`src/rtl/cgra_cfg_pkg.sv`:
```
// Shared CGRA tile configuration types: the per-context configuration word
// and the context sequencer state encoding.
package cgra_cfg_pkg;

  localparam int unsigned CGRA_CFG_W = 49;

  typedef struct packed {
    logic [5:0]  ctrl;
    logic        predicate;
    logic [11:0] fu_in;
    logic [23:0] outport;
    logic [5:0]  predicate_in;
  } cgra_cfg_t;

  typedef enum logic [1:0] {
    ST_IDLE = 2'd0,
    ST_RUN  = 2'd1,
    ST_DONE = 2'd2
  } ctx_state_e;

endpackage

```
`src/rtl/cgra_tile_ctx_mem.sv`:
```
// Per-tile context memory: accepts configuration writes while idle and
// replays contexts 0..count-1 cyclically for a programmed number of iterations.
module cgra_tile_ctx_mem
  import cgra_cfg_pkg::*;
#(
  parameter int unsigned KernelSize = 4,
  parameter int unsigned IterWidth  = 16,
  parameter int unsigned IdxWidth   = $clog2(KernelSize)
) (
  input  logic                  clk_i,
  input  logic                  rst_i,
  input  logic [IdxWidth-1:0]   cfg_addr_i,
  input  cgra_cfg_t             cfg_data_i,
  input  logic                  cfg_wr_en_i,
  input  logic                  cfg_wr_valid_i,
  output logic                  cfg_ready_o,
  input  logic                  run_i,
  input  logic [IdxWidth:0]     ctx_count_i,
  input  logic [IterWidth-1:0]  iter_count_i,
  input  logic                  stall_i,
  input  logic                  abort_i,
  output cgra_cfg_t             ctx_o,
  output logic [IdxWidth-1:0]   ctx_idx_o,
  output logic                  ctx_valid_o,
  output logic                  busy_o,
  output logic                  done_o,
  output logic                  err_o,
  output logic [KernelSize-1:0] written_mask_o
);

  localparam logic [IdxWidth:0] CntMax = (IdxWidth + 1)'(KernelSize);

  ctx_state_e            r_state;
  ctx_state_e            w_state_nxt;
  cgra_cfg_t             r_mem [KernelSize];
  logic [KernelSize-1:0] r_written;
  logic [IdxWidth-1:0]   r_ctx_idx;
  logic [IdxWidth-1:0]   r_ctx_last;
  logic [IterWidth-1:0]  r_iter;
  logic [IterWidth-1:0]  r_iter_last;
  logic                  r_err;

  logic w_wr_fire;
  logic w_run_req;
  logic w_run_bad;
  logic w_run_ok;
  logic w_advance;
  logic w_wrap;
  logic w_last_iter;

  assign w_wr_fire   = cfg_wr_valid_i & cfg_ready_o & cfg_wr_en_i;
  assign w_run_req   = (r_state == ST_IDLE) & run_i;
  assign w_run_bad   = w_run_req & ((ctx_count_i == '0) | (ctx_count_i > CntMax));
  assign w_run_ok    = w_run_req & ~w_run_bad;
  assign w_advance   = (r_state == ST_RUN) & ~abort_i & ~stall_i;
  assign w_wrap      = (r_ctx_idx == r_ctx_last);
  // Equality against the latched count-1 lets the maximum count run without overflow.
  assign w_last_iter = (r_iter == r_iter_last);

  always_ff @(posedge clk_i or posedge rst_i) begin
    if (rst_i) begin
      for (int unsigned i = 0; i < KernelSize; i++) begin
        r_mem[i] <= '0;
      end
      r_written <= '0;
    end else if (w_wr_fire) begin
      r_mem[cfg_addr_i]     <= cfg_data_i;
      r_written[cfg_addr_i] <= 1'b1;
    end
  end

  always_ff @(posedge clk_i or posedge rst_i) begin
    if (rst_i) begin
      r_state     <= ST_IDLE;
      r_ctx_idx   <= '0;
      r_ctx_last  <= '0;
      r_iter      <= '0;
      r_iter_last <= '0;
      r_err       <= 1'b0;
    end else begin
      r_state <= w_state_nxt;
      r_err   <= w_run_bad;
      if (w_run_ok) begin
        r_ctx_last  <= IdxWidth'(ctx_count_i - 1'b1);
        r_iter_last <= iter_count_i - 1'b1;
        r_ctx_idx   <= '0;
        r_iter      <= '0;
      end else if ((r_state == ST_RUN) && abort_i) begin
        r_ctx_idx <= '0;
      end else if (w_advance) begin
        if (w_wrap) begin
          r_ctx_idx <= '0;
          r_iter    <= r_iter + 1'b1;
        end else begin
          r_ctx_idx <= r_ctx_idx + 1'b1;
        end
      end
    end
  end

  always_comb begin
    w_state_nxt = r_state;
    cfg_ready_o = 1'b0;
    ctx_valid_o = 1'b0;
    busy_o      = 1'b1;
    done_o      = 1'b0;
    unique case (r_state)
      ST_IDLE: begin
        cfg_ready_o = 1'b1;
        busy_o      = 1'b0;
        if (w_run_ok) begin
          w_state_nxt = (iter_count_i == '0) ? ST_DONE : ST_RUN;
        end
      end
      ST_RUN: begin
        ctx_valid_o = 1'b1;
        if (abort_i) begin
          w_state_nxt = ST_IDLE;
        end else if (w_advance && w_wrap && w_last_iter) begin
          w_state_nxt = ST_DONE;
        end
      end
      ST_DONE: begin
        done_o      = 1'b1;
        w_state_nxt = ST_IDLE;
      end
      default: begin
        w_state_nxt = ST_IDLE;
      end
    endcase
  end

  assign ctx_o          = r_mem[r_ctx_idx];
  assign ctx_idx_o      = r_ctx_idx;
  assign err_o          = r_err;
  assign written_mask_o = r_written;

endmodule

```
`config.mk`:
```
export PLATFORM = sky130hd
export DESIGN_NAME = cgra_tile_ctx_mem
export DESIGN_NICKNAME = d
export VERILOG_FILES = /design/src/rtl/cgra_cfg_pkg.sv /design/src/rtl/cgra_tile_ctx_mem.sv
export SDC_FILE = /design/constraint.sdc
export NUM_CORES = 1
export LEC_CHECK = 0
export BUFFER_PORTS_ARGS = -buffer_cell sky130_fd_sc_hd__buf_2
export CAP_MARGIN = 15
export CELL_PAD_IN_SITES_DETAIL_PLACEMENT = 1
export CELL_PAD_IN_SITES_GLOBAL_PLACEMENT = 2
export CORE_MARGIN = 4
export CORE_UTILIZATION = 30
export DETAILED_ROUTE_END_ITERATION = 8
export PLACE_DENSITY = 0.59
export SYNTH_ARGS = -nofsm -noshare
export SYNTH_HDL_FRONTEND = slang
export SYNTH_SLANG_ARGS = --single-unit
export TNS_END_PERCENT = 30
```
`constraint.sdc`:
```
create_clock -name clk_i -period 27.1 [get_ports clk_i]
set_input_delay 8.13 -clock clk_i [delete_from_list [all_inputs] [get_ports clk_i]]
set_output_delay 8.13 -clock clk_i [all_outputs]
set_load 0.05 [all_outputs]
```
Word-level counts from Yosys, hierarchy flattened
Cells that the tools add are included.

word-level totals
  register bits = 239
  output and inout port bits = 60
  word-level logic and storage cells = 96

operators by class
  add/subtract/negate cells = 4
  equal/unequal tests = 7
  mux-type cells = 25
  order comparisons = 6
  bitwise logic cells = 14
  reduce and logical (&&, ||, !) cells = 13

operators with widths
  cell                   number
  $bwmux 196             1
  $mux 49                3
  $bmux 49 s2            1
  $demux 49 s2           1
  $mux 16                4
  $add 16x1->16 const B  1
  $eq 16x16->1           1
  $logic_not 16->1       1
  $mux 2                 8
  $sub 16x1->16 const B  1
  $and 1x1->1            7
  $ge 3x3->1 const B     2
  $not 2->3              2
  $logic_and 1x1->1      5
  $mux 1                 5
  $ne 2x2->1 const B     2
  $or 4x4->4             1
  $pmux 2 s2             1
  $reduce_bool 2->1      2
  $gt 3x3->1 const B     1
  $logic_not 3->1        1
  $lt 2x3->1 const B     1
  $lt 3x1->1 const B     1
  $ne 3x2->1 const B     1
  other kinds (13)       15

Depth between registers and ports, before layout
Gate-level depths: netlist of run 1.

  word-level depth = 8
  depth in mapped cells = 7
  depth with buffers taken out = 6

Worst setup path before layout of run 1
No wires, ideal clock.

  path kind = register to output
  start = register r_ctx_idx[0] (netlist: ctx_idx_o[0])
  end = output ctx_o[0] (netlist name)
  buffers on the path = 2
  data required time = 18.970 ns
  cell stages (with the launch flop) = 4
  setup slack = 16.999 ns
  arrival time = 1.971 ns
  cells stage by stage = dfrtp_1 -> clkbuf_1 -> buf_2 -> mux4_2

RTL lines
  what                      RTL line                 source
  start: declaration        cgra_tile_ctx_mem.sv:37  logic [IdxWidth-1:0] r_ctx_idx;
  start signal: assignment  cgra_tile_ctx_mem.sv:95  r_ctx_idx <= r_ctx_idx + 1'b1;
  end: declaration          cgra_tile_ctx_mem.sv:22  output cgra_cfg_t ctx_o,

==> impl_metrics.ini, run 1 <==
[clock_network]
clkTransAtPathRegs_ns = 0.06
cts-buffers-inserted = 30
clk_latency_ns = 0.55
postCtsResizedCells = 0
cts.sinks = 239
cts_hold_buf = 0
cts_root_buf = clkbuf_16
postCtsSetupBuffers = 0
htreeDepth = 1
cts_tree = built
cts_buffer_depth = 3

[power_and_ir_drop]
peakVddDrop_uv = 58.2
p_sw_share_pct = 32.2
power.switching_mw = 0.407
clkPwrFrac_pct = 33.0
power_density_nw_per_um2 = 98.0
p_int_mw = 0.857
p_seq_share_pct = 40.4
power_leakage_nw = 5.65
power_frac_comb_pct = 26.6

[route]
ant_nets = 0
wl_per_cell_um = 20.8
drc = 0
via_per_inst = 4.87
route.vias.total = 6484
routed_wl_mm = 27.7
first_pass_iters = 4
drt_first_iter_violations = 186

[synthesis]
synth-seq-area-share_pct = 56.2
synth_nets = 793
synth-seq-cells = 239
syn_area_per_cell_um2 = 14.9
syn_area_um2 = 10600
synth_cells = 713
yosys_warnings = 0
synth_cell_types = 38

[sta]
setup-tns-final_ns = 0
relSlewSlack_pct = 36.3
fin_crit_ns = 10.98
skew_ns = 0.0194
fmax_ghz = 0.0911
rsz0062_at_grt = false
setup_viol_count_final = 0
maxSlewViolCount = 0
period_share_pct = 40.5
worstMarginPinSlew_ns = 0.956
finalHoldViolations = 0

[grt]
overflow = 0
grt_usage_pct = 14.2
antenna_found_initial = 2
grt_pass1_vias = 7476
grt_pass1_wl_mm = 44.0
grt_max_degree = 115

[place]
placed_cells = 1274
gp_congestion = 0.724
io_buffers = 136
dp_hpwl_mm = 18.0

[final_layout]
nNetsFinal = 931
layout-drive-gt1-share_pct = 52.0
postLayoutCoreUtil_pct = 37.1
area_growth_pct = 21.2
layout.cells.non_filler = 1331

[die]
fp.dieW_um = 196
initial_core_util_pct = 30.6
fp.dieH_um = 196
die-area_um2 = 38600
core_um2 = 34800
pin_count = 137
fp-row-count = 68

[worst_setup_path]
worst_setup_path_start_kind = flip-flop
required_ns = 18.97
slowest_stage = dfrtp_4
slowest_delay_ns = 0.80
crit_type = reg2out
cpLargestDelayFamily = buffers and inverters
cp_num_buf_inv = 2
cp_max_fo = 28
cp-end-kind = output pin
crit_chain = buf_4, mux4_2, buf_2
arrival_ns = 2.85

[flow_run]
drv_cap = 0

[outcome]
status = complete, no violations

[worst_hold_path]
hold_class = reg2reg
[metal layers]
layer	wire length, um	GRT usage (%)	vias up
met5	13	0	-
met4	464	3.26	2
met3	1250	2.50	34
met2	14000	24.7	137
met1	12000	18.7	3424
li1	-	-	2887
[worst register-to-register path, delay by kind of cell (launching register included)]
family	cells	cell delay (ns)
buf+inv	1	0.19
flops	1	0.40
simple gates	3	1.34
mux	1	0.60
[final timing paths]
kind                                   startpoint           endpoint  slack [ns]  depth (start not counted)
worst max-delay path                 ctx_idx_o[0]           ctx_o[0]       16.12                          3
worst min-delay path            written_mask_o[0]  written_mask_o[0]        0.47                          1
worst max register to register         r_state[0]          r_mem[19]       24.44                          5
worst min register to register  written_mask_o[0]  written_mask_o[0]        0.47                          1
max in group asynchronous                   rst_i       ctx_idx_o[0]       17.09                          4
min in group asynchronous                   rst_i         r_mem[143]        7.71                          2
[flip-flops by register name, indices dropped and copies added, names as in the netlist]
register,cells
ctx_idx_o,2
err_o,1
r_ctx_last,2
r_iter,16
r_iter_last,16
r_mem,196
r_state,2
written_mask_o,4
[synth_stat cells]
master,instances,share of area [%]
or3_1,8,0.47
mux2_1,1,0.11
clkbuf_1,12,0.42
mux4_2,49,10
a21o_1,1,0.071
dfrtp_1,239,56
mux2_2,196,21
nor4_1,7,0.41
or4b_4,1,0.13
a221oi_1,1,0.082
a211oi_1,1,0.071
o31ai_1,1,0.071
a31oi_1,1,0.059
ha_1,3,0.35
nand2_1,26,0.92
o22ai_1,1,0.059
or2_2,1,0.059
buf_1,15,0.53
xnor2_1,12,0.99
nor2b_1,2,0.12
nand3b_1,1,0.071
nand2b_1,4,0.24
nor3b_1,1,0.071
nor3_1,2,0.094
nor2_1,25,0.88
buf_2,11,0.52
nor3_2,1,0.094
mux2i_1,2,0.19
nand4_1,4,0.24
o21ai_0,21,0.99
nor2_2,1,0.059
nor4_4,2,0.40
and4_1,3,0.25
inv_1,8,0.28
xor2_1,31,2.6
and2_1,2,0.12
nand3_1,14,0.66
and3_1,2,0.12
[logic make-up (layout without fill, tap and decap cells)]
family,count (synthesis),in the layout,synth area share [%]
muxes,248,248,31.4
DFF,239,239,56.2
and+or+nand+nor,107,107,5.38
buffers and inverters,46,208,1.75
xor gates and xnor gates,43,43,3.54
AOI/OAI and AO/OA,27,27,1.40
adders and majority gates,3,3,0.353
other,0,1,0
[stage by stage]
step	hold slack, ns	instance area, um2	power [mW]	worst slack [ns]
floorplan	0.453	10600	0.764	12.41
global placement	0.456	11800	0.840	16.54
detailed placement	0.459	11800	0.860	16.34
CTS	0.476	12900	1.29	15.98
global route	0.496	12900	1.33	15.89
finish	0.466	12900	1.26	16.12
[layout make-up]
type	instances	area (um2)
clock inverters	18	231
fillers	3610	21900
flip-flops and latches	239	5990
inverters	8	37.5
multi-input cells	428	4500
diodes	1	2.50
well taps	455	569
repair buffers	144	741
clock buffers	38	831
[cells in the final DEF (no fill, tap or decap), types with 10 or more instances in the layout]
cell       synthesis  final
buf_2             11    136
clkbuf_16          0     30
clkinv_2           0     10
dfrtp_1          239    237
mux2_2           196    196
mux4_2            49     49
nand2_1           26     24
nand3_1           14     13
nor2_1            25     25
o21ai_0           21     21
xnor2_1           12     12
xor2_1            31     31
[power by group through the flow]
stage | Clock, mW | Sequential, mW | Combinational [mW]
after floorplan | 0 | 0.494 | 0.270
after global routing | 0.448 | 0.522 | 0.360
after CTS | 0.433 | 0.511 | 0.344
after detailed placement | 0 | 0.517 | 0.343
final | 0.417 | 0.511 | 0.336
after global placement | 0 | 0.510 | 0.330
Note: power is estimated with default switching activity, not from simulation.
==> run 2: changes to the inputs <==
PLACE_DENSITY = 0.61   (was 0.59)
clock period = 8.9 ns   (was 27.1 ns; I/O delays follow)
==> run 2 against run 1 <==
Clock-buffer cell count grew 4. Critical path depth stayed put. Wire length is 6.6% lower. Flip-flop and latch count stayed put. Non-clock buffer count grew 3. Cell count unchanged. Core utilization is 0.054 points lower. Register-to-register slack lost 18 ns. Sequential share of layout area grew 0.067 points. Largest cell class unchanged. Highest routed layer unchanged.
==> impl_metrics.ini, run 2 (synthesis results as in run 1) <==
[place]
dp_hpwl_mm = 16.3
placed_cells = 1277
post-place-ws_ns = 3.84
postPlaceCellArea_um2 = 11900
gp_congestion = 0.673
io_buffers = 136

[clock_network]
htreeDepth = 1
clkTransAtPathRegs_ns = 0.06
postCtsResizedCells = 0
clk_latency_ns = 0.55
cts-buffers-inserted = 29
cts_buffer_depth = 3
cts.sinks = 239
postCtsSetupBuffers = 0
cts_root_buf = clkbuf_16
cts_hold_buf = 0
cts_tree = built

[grt]
grtUsageMet1_pct = 19.1
busiest_layer = met2
grt_pass1_wl_mm = 41.7
grt_usage_pct = 13.4
met3_usage_pct = 2.91
antenna_found_initial = 1
grt_max_degree = 126
grt_pass1_vias = 7115
overflow = 0
use_met2_pct = 21.3

[worst_setup_path]
crit_type = reg2out
worst_setup_path_start_kind = flip-flop
slowest_delay_ns = 0.75
crit_chain = buf_4, mux4_2, buf_2
required_ns = 6.23
slowest_stage = dfrtp_4
cp_max_fo = 33
cp-end-kind = output pin
arrival_ns = 2.89

[sta]
fin_ws_ns = 3.34
setup_viol_count_final = 0
rsz0062_at_grt = false
maxSlewViolCount = 0
setup-tns-final_ns = 0
fin_crit_ns = 5.56
worstMarginPinSlew_ns = 0.890
skew_ns = 0.0108
hold_slack_ns = 0.459
fmax_ghz = 0.180
relSlewSlack_pct = 40.6
period_share_pct = 62.5
finalHoldViolations = 0

[final_layout]
layout.cells.non_filler = 1331
diodes = 0
fin_area_um2 = 12900
regMostFlops = r_mem
largest_reg_flops = 196
n_fill_cell = 3632
top_regs = r_mem (196), r_iter (16), r_iter_last (16)
layout_commonest_cell = dfrtp_1
layout_common_cells = 237 x dfrtp_1, 196 x mux2_2, 136 x buf_2, 49 x mux4_2, 31 x xor2_1
postLayoutCoreUtil_pct = 37.0
layout-drive-gt1-share_pct = 51.8
nNetsFinal = 933
area_growth_pct = 21.0

[die]
fp.dieH_um = 196
die-area_um2 = 38600
initial_core_util_pct = 30.6
fp.dieW_um = 196
fp-row-count = 68
core_um2 = 34800
pin_count = 137

[route]
routed_wl_mm = 25.8
ant_nets = 0
first_pass_iters = 4
wl_per_cell_um = 19.4
via_per_inst = 4.80
drt_first_iter_violations = 195
route.vias.total = 6395
drc = 0

[flow_run]
drv_cap = 0

[power_and_ir_drop]
power_leakage_nw = 5.65
peakVddDrop_uv = 161
finalPower_mw = 3.80
power_density_nw_per_um2 = 295

[worst_hold_path]
hold_class = reg2reg

[outcome]
status = complete, no violations
==> run 2: changes by cell type in the layout (fill, tap and decap cells not counted), sizes merged <==
cell	delta
buf	+3
bufinv	-1
clkbuf	+4
clkinv	-4
clkinvlp	-1
diode	-1
==> run 2: worst max-delay path: cells and delay by family, from the launching register on <==
family   cells  cell delay, ns
buf+inv      2            0.92
flops        1            0.75
mux          1            0.64
==> run 2: final cells by class <==
class                   count  area (um2)  area share (%)
clock buffers              42         855            6.63
repair buffers            147         776            6.02
well taps                 455         569            4.42
flip-flops and latches    239        5990            46.5
inverters                   8        33.8           0.262
multi-input cells         428        4490            34.9
clock inverters            12         168            1.30
==> run 2: worst paths after layout <==
check	start	end	slack, ns	cells past startpoint
max	ctx_idx_o[0]	ctx_o[0]	3.34	3
min	written_mask_o[2]	written_mask_o[2]	0.46	1
max reg2reg	ctx_idx_o[1]	r_iter[5]	6.27	6
min reg2reg	written_mask_o[2]	written_mask_o[2]	0.46	1
max in group asynchronous	rst_i	r_mem[195]	5.27	4
min in group asynchronous	rst_i	r_mem[116]	2.30	3
==> run 2: power breakdown <==
part	internal [mW]	switching, mW
combinational	0.428	0.582
clock	0.779	0.463
sequential	1.38	0.165
==> run 2: layer usage <==
layer | part of all wire, % | vias up
met5 | 0.050 | -
met4 | 2.1 | 2
met3 | 4.7 | 35
met2 | 45 | 127
met1 | 48 | 3341
li1 | - | 2890
